**config.mk**
```make
export PLATFORM = sky130hd
export DESIGN_NAME = serial_pattern_gen
export DESIGN_NICKNAME = d
export VERILOG_FILES = /design/src/rtl/serial_pkg.sv /design/src/rtl/pattern_shift_reg.sv /design/src/rtl/serial_pattern_gen.sv
export SDC_FILE = /design/constraint.sdc
export NUM_CORES = 1
export LEC_CHECK = 0
export BUFFER_PORTS_ARGS = -buffer_cell sky130_fd_sc_hd__buf_2
export CAP_MARGIN = 20
export CELL_PAD_IN_SITES_DETAIL_PLACEMENT = 2
export CELL_PAD_IN_SITES_GLOBAL_PLACEMENT = 2
export CORE_ASPECT_RATIO = 1.25
export CORE_UTILIZATION = 35
export CTS_CLUSTER_DIAMETER = 80
export DETAILED_ROUTE_END_ITERATION = 8
export MAX_ROUTING_LAYER = met4
export PLACE_DENSITY = 0.89
export SKIP_CTS_REPAIR_TIMING = 1
export SKIP_LAST_GASP = 1
export SYNTH_ARGS = -nofsm -noshare
export SYNTH_HDL_FRONTEND = slang
export SYNTH_SLANG_ARGS = --single-unit
```
**constraint.sdc**
```tcl
create_clock -name clk -period 8.3 [get_ports clk]
set_clock_uncertainty 0.2 [all_clocks]
set_input_delay 1.66 -clock clk [delete_from_list [all_inputs] [get_ports clk]]
set_output_delay 1.66 -clock clk [all_outputs]
set_load 0.05 [all_outputs]
```
**src/rtl/serial_pkg.sv**
```systemverilog
// Shared types and field-normalisation helpers for the serial pattern generator.
package serial_pkg;

  typedef enum logic [1:0] {
    IDLE,
    SHIFT,
    GAP
  } state_t;

  function automatic int unsigned norm_len(input int unsigned len, input int unsigned width);
    return (len == 0 || len > width) ? width : len;
  endfunction

  function automatic int unsigned norm_reps(input int unsigned reps);
    return (reps == 0) ? 1 : reps;
  endfunction

endpackage

```
**src/rtl/pattern_shift_reg.sv**
```systemverilog
// Loadable pattern register with an indexed bit select.
module pattern_shift_reg #(
  parameter int unsigned WIDTH = 8,
  parameter int unsigned IDX_W = $clog2(WIDTH)
) (
  input  logic             clk,
  input  logic             rst,
  input  logic             load,
  input  logic [WIDTH-1:0] data,
  input  logic [IDX_W-1:0] idx,
  output logic             bit_out
);

  logic [WIDTH-1:0] r_q;

  always_ff @(posedge clk) begin
    if (rst)       r_q <= '0;
    else if (load) r_q <= data;
  end

  // Selects from the incoming data while loading so the caller sees the
  // bit that will be held after this edge.
  assign bit_out = load ? data[idx] : r_q[idx];

endmodule

```
**src/rtl/serial_pattern_gen.sv**
```systemverilog
// Serial bit-pattern transmitter: MSB-first, repeat count, inter-repeat gaps, abort.
module serial_pattern_gen
  import serial_pkg::*;
#(
  parameter int unsigned WIDTH = 8,
  parameter int unsigned LEN_W = $clog2(WIDTH + 1),
  parameter int unsigned REP_W = 4,
  parameter int unsigned GAP_W = 4
) (
  input  logic             clk,
  input  logic             rst,
  input  logic             req_valid,
  output logic             req_ready,
  input  logic [WIDTH-1:0] pat_in,
  input  logic [LEN_W-1:0] pat_len,
  input  logic [REP_W-1:0] reps,
  input  logic [GAP_W-1:0] gap,
  input  logic             abort,
  output logic             ser_out,
  output logic             ser_valid,
  output logic             busy,
  output logic             done
);

  localparam int unsigned IDX_W = $clog2(WIDTH);

  state_t           r_state, w_state_nxt;
  logic [IDX_W-1:0] r_idx, w_idx_nxt;
  logic [IDX_W-1:0] r_len_m1, w_len_m1_nxt, w_len_m1_in;
  logic [REP_W-1:0] r_reps, w_reps_nxt, w_reps_in;
  logic [GAP_W-1:0] r_gap, w_gap_nxt;
  logic [GAP_W-1:0] r_gap_cnt, w_gap_cnt_nxt;
  logic             w_accept;
  logic             w_bit_nxt;

  assign req_ready   = (r_state == IDLE) & ~abort;
  assign w_accept    = req_valid & req_ready;
  assign w_len_m1_in = IDX_W'(norm_len(32'(pat_len), WIDTH) - 1);
  assign w_reps_in   = REP_W'(norm_reps(32'(reps)));

  pattern_shift_reg #(
    .WIDTH(WIDTH),
    .IDX_W(IDX_W)
  ) u_pat (
    .clk    (clk),
    .rst    (rst),
    .load   (w_accept),
    .data   (pat_in),
    .idx    (w_idx_nxt),
    .bit_out(w_bit_nxt)
  );

  // r_reps counts repetitions remaining including the one being sent.
  always_comb begin
    w_state_nxt   = r_state;
    w_idx_nxt     = r_idx;
    w_len_m1_nxt  = r_len_m1;
    w_reps_nxt    = r_reps;
    w_gap_nxt     = r_gap;
    w_gap_cnt_nxt = r_gap_cnt;
    unique case (r_state)
      IDLE: begin
        if (w_accept) begin
          w_state_nxt  = SHIFT;
          w_idx_nxt    = w_len_m1_in;
          w_len_m1_nxt = w_len_m1_in;
          w_reps_nxt   = w_reps_in;
          w_gap_nxt    = gap;
        end
      end
      SHIFT: begin
        if (abort) begin
          w_state_nxt = IDLE;
        end else if (r_idx == '0) begin
          if (r_reps == REP_W'(1)) begin
            w_state_nxt = IDLE;
          end else begin
            w_reps_nxt = r_reps - REP_W'(1);
            w_idx_nxt  = r_len_m1;
            if (r_gap != '0) begin
              w_state_nxt   = GAP;
              w_gap_cnt_nxt = r_gap;
            end
          end
        end else begin
          w_idx_nxt = r_idx - IDX_W'(1);
        end
      end
      GAP: begin
        if (abort)                        w_state_nxt = IDLE;
        else if (r_gap_cnt == GAP_W'(1))  w_state_nxt = SHIFT;
        else                              w_gap_cnt_nxt = r_gap_cnt - GAP_W'(1);
      end
      default: w_state_nxt = IDLE;
    endcase
  end

  // Outputs are registered from the next-state view so they line up with r_state.
  always_ff @(posedge clk) begin
    if (rst) begin
      r_state   <= IDLE;
      r_idx     <= '0;
      r_len_m1  <= '0;
      r_reps    <= '0;
      r_gap     <= '0;
      r_gap_cnt <= '0;
      ser_out   <= 1'b0;
      ser_valid <= 1'b0;
      busy      <= 1'b0;
      done      <= 1'b0;
    end else begin
      r_state   <= w_state_nxt;
      r_idx     <= w_idx_nxt;
      r_len_m1  <= w_len_m1_nxt;
      r_reps    <= w_reps_nxt;
      r_gap     <= w_gap_nxt;
      r_gap_cnt <= w_gap_cnt_nxt;
      ser_valid <= (w_state_nxt == SHIFT);
      ser_out   <= (w_state_nxt == SHIFT) & w_bit_nxt;
      busy      <= (w_state_nxt != IDLE);
      done      <= (w_state_nxt == SHIFT) && (w_idx_nxt == '0) && (w_reps_nxt == REP_W'(1));
    end
  end

endmodule

```
==> key figures, run 1 <==
Synthesis
  – Yosys reg bits: 32
  – Cells after Synth: ~230
  – Top FF cell, synth: dfxtp_1
  – Syn_nets: 257
  – Mapped cell area: 0.00178 mm^2
  – Async set or reset register ratio after synthesis: 0
  – Mapped Avg Cell Area: roughly 7.9 um^2
  – Post-synth cell types: 42
  – Post-synth top cells: nand2_1, dfxtp_1, nor2_1
  – Largest cells by area after synthesis: dfxtp_1, mux2i_1, nand2_1, a21oi_1, nor2_1
  – Count leader, synth: nand2_1
  – Post-synthesis sequential area ratio: 0.360
  – Cell accounting for the most synthesized area: dfxtp_1
  – Post-synth EDFFs: 0
  – Synth warnings: 0
  – Post-synth top area share: 0.360

Power
  – Switching portion of total power: 0.309
  – Comb pwr share: 0.221
  – Pwr Density: 184 mW/mm^2
  – Cell-internal power: approximately 260 uW
  – P_sw: ~120 uW
  – Pleak: around 0.86 nW
  – VDD IR max: between 0.1 and 0.15 mV
  – Power Total: approximately 380 uW
  – Seq pwr share: 0.449
  – Power share of the clock group: 0.330

Global routing
  – Largest net degree at the start of global routing: 28
  – First-pass GRT wire length: 9.46 mm
  – GRT overflow: 0
  – Overall Global Routing Usage: 0.243
  – Initial antenna violation count: 0
  – Number of global-route vias before repair: 1865

Flow run
  – Max-Cap Viols: 0

Setup path
  – FF-to-FF path depth: 8
  – RR Startpoint: r_reps[0]
  – Crit path DAT: about 2300 ps
  – Reg2Reg Capture Point: ser_out
  – CP max FO: 14
  – Critical Path RT: ~6400 ps
  – Setup CP Type: in2out
  – CP startpoint kind: primary input
  – Worst reg2reg setup slack: 5230 ps
  – Crit. End Element: output pin

Timing
  – Slew margin rel.: 0.334
  – # setup viols final: 0
  – Post-Route Setup TNS: 0 ps
  – Crit path time final: around 4100 ps
  – Final Max Slew Viols: 0
  – F_max: roughly 0.24 GHz
  – RSZ-0062 raised after global routing: false
  – Slew @ Worst Pin: ~1000 ps
  – Period utilization: 0.498
  – Final hold viol count: 0

Drt
  – First-iteration detailed-routing DRC count: between 40 and 50
  – Wire per inst: 18.1 um
  – Number of vias per cell: around 5.5
  – Final ANT Viol Nets: 0
  – DRC Markers: 0
  – DRT Pass-1 Iters: 4
  – Via count: roughly 1700
  – Routed wire length: 5.70 mm

Placed design
  – GPL Wtd Cong: approximately 0.79
  – DP Cell Count: between 300 and 400
  – HPWL Detailed: between 4 and 5 mm
  – Port bufs: 28

Floorplan
  – Row count: 28
  – Die Y: between 80 and 90 um
  – Die area: approximately 0.0054 mm^2
  – Starting Density: 0.370
  – Core ar.: 0.00480 mm^2
  – Num ports: 29
  – Chip width: roughly 66 um

Clock tree
  – H-tree Lvls: 2
  – Clk sink count: 32
  – Clk root buf: clkbuf_8
  – TritonCTS clock tree: built
  – Clock Latency Late Sink: 290 ps
  – Clk slew on worst S/H paths: around 70 ps
  – Num CTS Buffers: 5
  – Max clock buf depth: 2

Min path
  – Worst Min Path Start: u_pat.r_q[7]
  – WHS Path Cells: 2
  – Worst Hold Class: reg2reg
  – Hold endpoint: u_pat.r_q[7]

Finish
  – Fin nets: 284
  – Finished Core Util: 0.430
  – Share of cells above drive strength 1: 0.161
  – Non-Filler Instances: about 310
  – # diodes: 0
  – Area grow syn2layout: 16.0%

Status
  – Status: finished, final reports clean
## cell type report
type | count | area [um^2]
Inverter | 10 | 37.5
Timing Repair Buffer | 30 | 153
Fill cell | 567 | 2740
Tap cell | 60 | 75.1
Clock buffer | 8 | 90.1
Sequential cell | 32 | 641
Multi-Input combinational cell | 174 | 1070
## cells in the final DEF, fill, tap and decap left out, types with 3 or more instances in the layout
cell type	count
nand2_1	34
dfxtp_1	32
buf_2	28
nor2_1	26
a21oi_1	20
mux2i_1	13
inv_1	10
nand2b_1	8
nor3_1	8
o21ai_0	8
ha_1	7
nor2b_1	6
nand3_1	6
clkbuf_8	6
nor3b_1	3
a22oi_1	3
o22ai_1	3
## metal layers
layer / vias up / global-route usage / wire length [um]
met1: 832 / 0.266 / 2490
met3: 11 / 0.0417 / 139
met5: - / - / 0
met2: 31 / 0.440 / 2970
li1: 843 / - / -
met4: 0 / 0.0804 / 100
## flip-flops by register name (all words and copies together), names as in the netlist
register and cells:
r_state 2, r_gap_cnt 4, r_len_m1 3, busy 1
done 1, u_pat.r_q 8, r_idx 3, r_reps 4
ser_valid 1, r_gap 4, ser_out 1
## worst max path at each step
| stage | startpoint | to | slack, ps | cells after the start |
|---|---|---|---|---|
| 4_1_cts | abort | req_ready | 4160 | 3 |
| 5_1_grt | abort | ser_out | 3990 | 9 |
| 2_1_floorplan | abort | req_ready | 3530 | 2 |
| 3_3_place_gp | abort | ser_out | 4120 | 9 |
| 3_5_place_dp | abort | ser_out | 3930 | 9 |
| 6_report | abort | req_ready | 4170 | 3 |
## critical path: stages
cell and delay, ps:
buf_2 190, nor3_1 140, buf_2 290
## power groups by stage
stage          clock (mW)  combinational [mW]  sequential (mW)
6_report            0.125              0.0841            0.171
2_1_floorplan           0              0.0562            0.174
3_5_place_dp            0              0.0835            0.174
3_3_place_gp            0              0.0784            0.174
5_1_grt             0.134              0.0929            0.172
4_1_cts             0.129              0.0851            0.171
## stage by stage
step                worst slack (ps)  instance area, um^2  hold slack [ps]
floorplan                       3530                 1780              232
global route                    3990                 2060              298
global placement                4120                 1970              248
finish                          4170                 2060              263
detailed placement              3930                 1970              255
CTS                             4160                 2060              265
## cells by family (layout without fill, tap and decap cells)
family | Yosys count | in the layout | share of synthesized area
AND/OR/NAND/NOR | 100 | 100 | 0.266
adder cells (fa/ha/maj) | 7 | 7 | 0.0493
buffers and inverters | 20 | 48 | 0.0429
AO/OA/AOI/OAI | 53 | 53 | 0.203
multiplexers | 13 | 13 | 0.0732
XOR/XNOR | 1 | 1 | 0.00493
flip-flops | 32 | 32 | 0.360
(Power assumes the default switching activity.)
==> run 2, diff against run 1 <==
Settings changed: CORE_UTILIZATION 35 to 29, PLACE_DENSITY 0.89 to 0.8.
Clock period 8.3 ns to 3.69 ns, I/O delays scaled along.
==> run 2 against run 1 <==
Against the previous run: critical endpoint is now ser_out; utilization is 6.6 points lower; largest power group unchanged; register-to-register slack got worse by 4400 ps; hold slack lost 2.2 ps; critical path type is now reg2reg; wire length down 4.5%.
==> key figures, run 2 (synthesis gave the netlist of run 1 again) <==
Global routing
  – Overall Global Routing Usage: 0.194
  – Largest net degree at the start of global routing: 28
  – GRT overflow: 0
  – Number of global-route vias before repair: about 1900
  – Initial antenna violation count: 0
  – First-pass GRT wire length: 9.15 mm

Status
  – Status: finished, final reports clean

Placed design
  – Pre-CTS setup slack: 715 ps
  – DP Area: 0.00203 mm^2
  – HPWL Detailed: roughly 4 mm
  – GPL Wtd Cong: 0.781
  – Port bufs: 28

Clock tree
  – TritonCTS clock tree: built
  – H-tree Lvls: 2
  – Clk slew on worst S/H paths: approximately 70 ps
  – Clk sink count: 32
  – Max clock buf depth: 2
  – Clock Latency Late Sink: roughly 280 ps
  – Clk root buf: clkbuf_8
  – Num CTS Buffers: 5

Power
  – Pwr Density: about 410 mW/mm^2
  – Pleak: between 0.8 and 0.9 nW
  – VDD IR max: approximately 0.19 mV

Timing
  – # setup viols final: 0
  – Final Max Slew Viols: 0
  – Crit path time final: 2820 ps
  – Slew @ Worst Pin: roughly 560 ps
  – Slew margin rel.: 0.624
  – Post-Route Setup TNS: 0 ps
  – RSZ-0062 raised after global routing: false
  – Setup WS post-layout: 866 ps
  – Period utilization: 0.765
  – F_max: roughly 0.35 GHz
  – Final hold viol count: 0

Drt
  – First-iteration detailed-routing DRC count: 65
  – Number of vias per cell: 5.08
  – Wire per inst: approximately 16 um
  – DRT Pass-1 Iters: 4
  – Routed wire length: approximately 5.4 mm
  – Via count: 1722
  – DRC Markers: 0
  – Final ANT Viol Nets: 0

Finish
  – Largest reg by FF count: u_pat.r_q
  – Area grow syn2layout: 19.8%
  – Share of cells above drive strength 1: 0.179
  – Fin nets: between 200 and 300
  – Final non-filler cell area: around 0.0021 mm^2
  – Commonest non-fill, non-tap cells in the layout: nand2_1, dfxtp_1, buf_2
  – Commonest non-fill, non-tap cell in the layout: nand2_1
  – # diodes: 0
  – Max FFs per register: 8

Floorplan
  – Num ports: 29
  – Core ar.: between 0.005 and 0.006 mm^2
  – Chip width: between 70 and 80 um
  – Starting Density: 0.304
  – Die area: approximately 0.0065 mm^2
  – Die Y: between 80 and 90 um
  – Row count: 31

Setup path
  – CP max FO: 6
  – Crit path DAT: between 2000 and 3000 ps
  – Setup CP Type: reg2reg
  – Crit. End Element: flop
  – CP startpoint kind: flop
  – Critical Path RT: around 3700 ps

Flow run
  – Max-Cap Viols: 0

Min path
  – Worst Hold Class: reg2reg
run 2: where the power goes:
group | switching (mW) | leakage, nW | internal (mW)
Sequential | 0.0189 | 0.261 | 0.365
Clock | 0.123 | 0.0503 | 0.166
Combinational | 0.114 | 0.574 | 0.0783
Total | 0.255 | 0.886 | 0.609
run 2: through the flow:
| step | cells | hold slack [ps] | total power, mW | util |
|---|---|---|---|---|
| after floorplan | 226 | 232 | 0.518 | - |
| after global placement | 332 | 247 | 0.576 | 0.347 |
| after detailed placement | 332 | 251 | 0.585 | 0.347 |
| after CTS | 339 | 261 | 0.880 | 0.364 |
| after global routing | 339 | 288 | 0.914 | 0.364 |
| final | 339 | 261 | 0.864 | 0.364 |
run 2: area by class of cell:
type / instances / area (um^2)
Multi-Input combinational cell: 174 / 1070
Inverter: 10 / 37.5
Sequential cell: 32 / 641
Tap cell: 82 / 103
Clock buffer: 7 / 96.3
Timing Repair Buffer: 34 / 185
Fill cell: 703 / 3730
run 2: final timing paths:
kind / from / endpoint / slack (ps) / cells after the start
setup / recovery: r_reps[1] / ser_out / 870 / 10
hold / removal: u_pat.r_q[0] / u_pat.r_q[0] / 260 / 2
hold reg to reg: u_pat.r_q[0] / u_pat.r_q[0] / 260 / 2
setup reg to reg: r_reps[1] / ser_out / 870 / 10
run 2: worst max-delay path, stage by stage, from the launching register on:
cell and delay (ps):
dfxtp_1 350, inv_1 110, ha_1 200, or3b_4 420
a21oi_2 150, nor3_1 80, a2111oi_4 580, buf_4 240
mux2i_1 180, mux2i_1 90, o22ai_1 150
run 2: layer usage:
| layer | share of wire | vias to the layer above | track usage |
|---|---|---|---|
| li1 | - | 854 | - |
| met1 | 0.42 | 835 | 0.199 |
| met2 | 0.55 | 25 | 0.377 |
| met3 | 0.018 | 8 | 0.0259 |
| met4 | 0.017 | 0 | 0.0642 |
| met5 | 0 | - | - |
